==> src/rtl/noc_pkg.sv <==
// Shared definitions for the fabric flit path: flit type codes, where the
// type field sits inside a flit, and the framing FSM state encoding.
package noc_pkg;

   // Width of the type field carried above the payload.
   localparam int TYPE_W = 2;

   typedef enum logic [1:0] {
      FLIT_IDLE = 2'b00,
      FLIT_BODY = 2'b01,
      FLIT_TAIL = 2'b10,
      FLIT_HEAD = 2'b11
   } flit_type_e;

   typedef enum logic {
      WAIT_HEAD = 1'b0,
      IN_PACK   = 1'b1
   } frame_state_e;

   // The type field occupies [data_size+1:data_size] of a flit.
   function automatic int type_lsb(input int data_size);
      return data_size;
   endfunction

   function automatic int type_msb(input int data_size);
      return data_size + TYPE_W - 1;
   endfunction

endpackage

==> src/rtl/flit_ram.sv <==
// Flit storage: DEPTH x WIDTH, synchronous write, asynchronous read so the
// buffer can present the oldest flit first-word-fall-through.
module flit_ram #(
   parameter int WIDTH = 6,
   parameter int DEPTH = 8,
   localparam int AW   = $clog2(DEPTH)
) (
   input  logic             clk,
   input  logic             we_i,
   input  logic [AW-1:0]    waddr_i,
   input  logic [WIDTH-1:0] wdata_i,
   input  logic [AW-1:0]    raddr_i,
   output logic [WIDTH-1:0] rdata_o
);

   logic [WIDTH-1:0] mem_q [DEPTH];

   // Store the incoming flit at the write pointer.
   // NOTE: storage has no reset; valid entries are tracked by the pointers/count.
   always_ff @(posedge clk) begin
      if (we_i) begin
         mem_q[waddr_i] <= wdata_i;
      end
   end

   assign rdata_o = mem_q[raddr_i];

endmodule

==> src/rtl/flit_buffer.sv <==
// Packet-aware input FIFO between a fabric node and a router input port.
// Checks head..tail framing, drops idle and malformed flits, and presents
// stored flits first-word-fall-through with the head's destination and a
// count of complete packets held.
module flit_buffer
   import noc_pkg::*;
#(
   parameter int DATA_SIZE = 4,
   parameter int ADDR_SIZE = 1,
   parameter int DEPTH     = 8,
   parameter int DEBUG     = 0
) (
   input  logic                     clk,
   input  logic                     a_rst,
   input  logic [DATA_SIZE+1:0]     data_i,
   input  logic                     wr_ready_in,
   output logic                     r_ready_out,
   output logic [DATA_SIZE+1:0]     data_o,
   output logic                     wr_ready_out,
   input  logic                     r_ready_in,
   output logic [ADDR_SIZE-1:0]     dest_o,
   output logic [$clog2(DEPTH):0]   packs_num,
   output logic                     frame_err
);

   localparam int FW   = DATA_SIZE + 2;
   localparam int AW   = $clog2(DEPTH);
   localparam int CW   = AW + 1;
   localparam int TLSB = type_lsb(DATA_SIZE);
   localparam int TMSB = type_msb(DATA_SIZE);

   logic [AW-1:0] wr_ptr_q, wr_ptr_d;
   logic [AW-1:0] rd_ptr_q, rd_ptr_d;
   logic [CW-1:0] count_q, count_d;
   logic [CW-1:0] packs_q, packs_d;
   frame_state_e  state_q, state_d;
   logic          frame_err_q, frame_err_d;
   logic          rst_done_q;

   logic          wr_xfer;
   logic          rd_xfer;
   logic          store;
   logic          tail_in;
   logic          tail_out;
   flit_type_e    in_type;
   flit_type_e    out_type;

   assign in_type  = flit_type_e'(data_i[TMSB:TLSB]);
   assign out_type = flit_type_e'(data_o[TMSB:TLSB]);

   // Handshake flags come straight from registered state.
   assign r_ready_out  = rst_done_q & (count_q != CW'(DEPTH));
   assign wr_ready_out = (count_q != '0);
   assign wr_xfer      = wr_ready_in & r_ready_out;
   assign rd_xfer      = wr_ready_out & r_ready_in;

   // Framing check: decide whether the accepted flit is stored or dropped.
   // NOTE: every always_comb output gets a default first so no latch is inferred.
   always_comb begin
      store       = 1'b0;
      frame_err_d = 1'b0;
      state_d     = state_q;
      if (wr_xfer) begin
         unique case (state_q)
            WAIT_HEAD: begin
               if (in_type == FLIT_HEAD) begin
                  store   = 1'b1;
                  state_d = IN_PACK;
               end else if (in_type != FLIT_IDLE) begin
                  frame_err_d = 1'b1;
               end
            end
            IN_PACK: begin
               unique case (in_type)
                  FLIT_BODY: store = 1'b1;
                  FLIT_TAIL: begin
                     store   = 1'b1;
                     state_d = WAIT_HEAD;
                  end
                  // A new head while a packet is open is kept; the open
                  // packet is left unterminated and the error is flagged.
                  FLIT_HEAD: begin
                     store       = 1'b1;
                     frame_err_d = 1'b1;
                  end
                  FLIT_IDLE: store = 1'b0;
               endcase
            end
         endcase
      end
   end

   // Occupancy, pointers and complete-packet count.
   always_comb begin
      tail_out = rd_xfer & (out_type == FLIT_TAIL);
      tail_in  = store & (in_type == FLIT_TAIL);

      wr_ptr_d = store   ? wr_ptr_q + AW'(1) : wr_ptr_q;
      rd_ptr_d = rd_xfer ? rd_ptr_q + AW'(1) : rd_ptr_q;

      count_d = count_q;
      if (store && !rd_xfer) begin
         count_d = count_q + CW'(1);
      end else if (!store && rd_xfer) begin
         count_d = count_q - CW'(1);
      end

      packs_d = packs_q;
      if (tail_in && !tail_out) begin
         packs_d = packs_q + CW'(1);
      end else if (!tail_in && tail_out) begin
         packs_d = packs_q - CW'(1);
      end
   end

   // State registers; everything clears immediately on a_rst.
   // NOTE: sequential state uses non-blocking assignments only.
   always_ff @(posedge clk or posedge a_rst) begin
      if (a_rst) begin
         wr_ptr_q    <= '0;
         rd_ptr_q    <= '0;
         count_q     <= '0;
         packs_q     <= '0;
         state_q     <= WAIT_HEAD;
         frame_err_q <= 1'b0;
         rst_done_q  <= 1'b0;
      end else begin
         wr_ptr_q    <= wr_ptr_d;
         rd_ptr_q    <= rd_ptr_d;
         count_q     <= count_d;
         packs_q     <= packs_d;
         state_q     <= state_d;
         frame_err_q <= frame_err_d;
         rst_done_q  <= 1'b1;
      end
   end

   flit_ram #(
      .WIDTH (FW),
      .DEPTH (DEPTH)
   ) u_ram (
      .clk     (clk),
      .we_i    (store),
      .waddr_i (wr_ptr_q),
      .wdata_i (data_i),
      .raddr_i (rd_ptr_q),
      .rdata_o (data_o)
   );

   assign dest_o    = data_o[ADDR_SIZE-1:0];
   assign packs_num = packs_q;
   assign frame_err = frame_err_q;

   // Simulation-only trace of dropped flits and framing errors.
   if (DEBUG != 0) begin : g_debug
      always_ff @(posedge clk) begin
         if (wr_xfer && !store) begin
            $info("flit_buffer: dropped flit %h", data_i);
         end
         if (frame_err_d) begin
            $info("flit_buffer: frame error on flit %h", data_i);
         end
      end
   end

endmodule

==> config.mk <==
export PLATFORM = sky130hd
export DESIGN_NAME = flit_buffer
export DESIGN_NICKNAME = d
export VERILOG_FILES = /design/src/rtl/noc_pkg.sv /design/src/rtl/flit_ram.sv /design/src/rtl/flit_buffer.sv
export SDC_FILE = /design/constraint.sdc
export NUM_CORES = 1
export LEC_CHECK = 0
export ABC_AREA = 1
export BUFFER_PORTS_ARGS = -buffer_cell sky130_fd_sc_hd__buf_2
export CORE_ASPECT_RATIO = 0.75
export CORE_UTILIZATION = 45
export CTS_CLUSTER_SIZE = 10
export DETAILED_ROUTE_END_ITERATION = 10
export PLACE_DENSITY = 0.68
export SKIP_CTS_REPAIR_TIMING = 1
export SKIP_LAST_GASP = 1
export SLEW_MARGIN = 20
export SYNTH_ARGS = -nofsm -noshare
export SYNTH_HDL_FRONTEND = slang
export SYNTH_SLANG_ARGS = --single-unit
==> constraint.sdc <==
create_clock -name clk -period 2.1 [get_ports clk]
set_input_delay 0.63 -clock clk [delete_from_list [all_inputs] [get_ports clk]]
set_output_delay 0.63 -clock clk [all_outputs]
set_load 0.01 [all_outputs]
==> impl_results.md <==
- Worst IR Drop VDD: ~0.45 mV
- Crit end category: output pin
- Worst slack, placed: -393 ps
- Ranking of synthesized cells by area: edfxtp_1 47%, dfrtp_1 14%, nand2_1 8.8%, ha_1 4.5%, inv_1 4.2%
- Die width: ~97 um
- Yosys top cell by area: edfxtp_1
- Slew Viols, Final: 0
- Core Footprint: 6440 um2
- Mapped cell area: 3060 um2
- Post-Synth Simple-Gate Area: 18.5%
- IO Port Bufs: 23
- Clk_lat worst skew: approximately 360 ps
- Total wire length: 7010 um
- GP Congestion: around 0.76
- Mux contribution to synthesized area: 0.327%
- Asr flop ratio synth: between 20% and 30%
- Reg-to-reg critical path startpoint: rd_ptr_q[0]
- Post-Syn Area per Cell: 10.6 um2
- Failing checks: negative setup slack
- Slew @ Worst Pin: just under 700 ps
- N_diodes: 0
- Worst r2r dst: packs_num[3]
- Area grow syn2layout: 33.0%
- Worst-path clk slew: 80 ps
- Slew Limit Headroom: ~55%
- Synth top cells by count: 72 x nand2_1, 48 x edfxtp_1, 34 x inv_1
- Pin count of the biggest net entering global routing: 18
- Fmax: 443 MHz
- Post-Synth Adder-Cell Area: between 5 and 6%
- Hold Slack: between 300 and 400 ps
- RSZ-0062 raised after global routing: true
- Via count: approximately 2,200
- YS warnings: 0
- GRT busiest layer: met2
- Min Tclk post-route: 2260 ps
- CP endpoint: data_o[5]
- CP Launch Type: flip-flop
- PwrDens: ~1400 nW/um2
- Wire per inst: ~16 um
- Compound-Gate Fraction of Synth Area: around 5.6%
- Count leader, synth: nand2_1
- Ys flop type: edfxtp_1
- Die Footprint: slightly above 7000 um2
- Sequential share of the synthesized area: between 60% and 70%
- TritonCTS clock tree: yes
- Finished Layout Cells: 443
- Total GRT Usage: between 20 and 25%
- Clock Path Buffers: 2
- Root buf cell: clkbuf_8
- DP Cell Count: 419
- M2 GR Usage: between 20% and 30%
- Worst setup startpoint: rd_ptr_q[0]
- Die height: roughly 73 um
- Crit path DAT: about 1600 ps
- Clk sink count: 65
- Crit path required time: approximately 1500 ps
- CTS Buf Count: 9
- Setup Viol. Count Final: 9
- Share of cells above drive strength 1: 37.3%
- GR Util met1: between 20% and 30%
- Syn_nets: between 300 and 400
- Reg2reg path depth: 16
- Setup WS post-layout: -159 ps
- Netlist cell types: 30
- Global-route wire length before repair: between 10,000 and 15,000 um
- DRC viols: 0
- Pre-antenna DRT Iters: 4
- Vias per cell: 5.02
- Post-DP HPWL: between 4000 and 5000 um
- Grt ovf: 0
- Global Route met3 Usage: 6.18%
- HP Class: in -> async
- Number of flops mapped to enable cells by yosys: 48
- R2r setup slk: -90 ps
- Iteration-0 DRC Markers: roughly 150
- Vias in the first global route: roughly 2,100
- Mapped Cells: 290
- Number of placement rows: 25
- Largest family of logic cells by synthesized area: simple AND/OR/NAND/NOR gates
- WS Path Type: reg -> out
- Status: complete, but fails checks
- Antenna-violating nets left: 0
- Final period util: 108%
- # H-tree levels: 3
- Crit Path Max Fanout: 7
- Boundary Pins: 24
- Hold Vio Cnt, Final: 0
- Final #Nets: 380
- Skew final: 9.56 ps
- Max-cap violations: 0
- Initial antenna violation count: 0
- Lkg Pwr: around 1.8 nW
- Synth top area share: 47.1%
- Initial Util: 47.5%
- Post-synthesis register bit count: 65
- XOR/XNOR Fraction of Synth Area: 2.57%
## sequential cells by signal, indices dropped and copies added, names as in the netlist, named ones only
register / count
frame_err: 1
rst_done_q: 1
rd_ptr_q: 3
count_q: 4
packs_num: 4
u_ram.mem_q: 48
wr_ptr_q: 3
## where the power goes
group          leakage (nW)  internal (W)  total (W)  switching [W]
sequential            0.640       0.00156    0.00174       0.000185
clock                 0.107      0.000572    0.00112       0.000547
combinational          1.03       0.00128    0.00266        0.00138
## cells in the final DEF, fill, tap and decap left out, types with 2 or more instances in the layout
cell type   n
nand2_1    64
edfxtp_1   48
buf_4      33
inv_1      27
nor2_1     22
buf_2      19
dfrtp_1    16
clkbuf_8    9
nand2_2     8
o22ai_1     8
o21ai_1     8
buf_6       8
nand3_1     7
nand3_2     7
o21ai_0     6
nor2_2      6
ha_4        6
xor2_1      5
o21ai_2     5
ha_1        5
nor3_2      4
xnor2_1     3
nand4_1     3
inv_2       3
clkinv_4    3
inv_6       3
a21oi_4     2
or2_4       2
nand2b_1    2
inv_4       2
inv_8       2
clkbuf_16   2
buf_12      2
## cell families after synthesis
group | after synthesis
AOI/OAI and AO/OA | 29
xor gates and xnor gates | 9
adders and majority gates | 13
buffers and inverters | 44
DFF | 65
muxes | 1
other | 1
and+or+nand+nor | 128
## through the flow
stage               setup TNS, ps  util [%]  power [W]  instance area (um2)
global placement            -5220      56.0    0.00381                 3610
finish                      -1060      63.2    0.00553                 4080
CTS                         -1340      59.2    0.00502                 3810
detailed placement          -6440      56.0    0.00388                 3610
global route                -1780      63.2    0.00588                 4080
floorplan                    -352         -    0.00312                 3180
## worst max-delay path, stage by stage (launching register included)
cell      delay, ps
dfrtp_2         460
clkinv_4        120
buf_4           150
nand2_1          60
nand3_2          70
nand2_1          80
nand2_1          70
nand2_2          90
buf_6           100
buf_6            80
## worst min-delay path by stage
stage              endpoint  slack (ps)
5_1_grt           frame_err         410
3_5_place_dp    wr_ptr_q[0]         500
2_1_floorplan   wr_ptr_q[0]         470
3_3_place_gp    wr_ptr_q[0]         490
6_report       packs_num[0]         370
4_1_cts        packs_num[0]         380
## final cells by class
| cell class | count | area [um2] |
|---|---|---|
| Fill cell | 496 | 2370 |
| Sequential cell | 65 | 1870 |
| Multi-Input combinational cell | 181 | 1200 |
| Timing Repair Buffer | 65 | 538 |
| Inverter | 35 | 161 |
| Clock buffer | 9 | 124 |
| Tap cell | 81 | 101 |
| Clock inverter | 7 | 85.1 |
## routing by layer
metal / up-vias / share of wire [%]
met3: 6 / 8.8
met5: - / 0
met2: 79 / 46
met1: 1045 / 44
met4: 0 / 1.3
li1: 1096 / -
No activity file was read; power rests on OpenSTA's default activity.
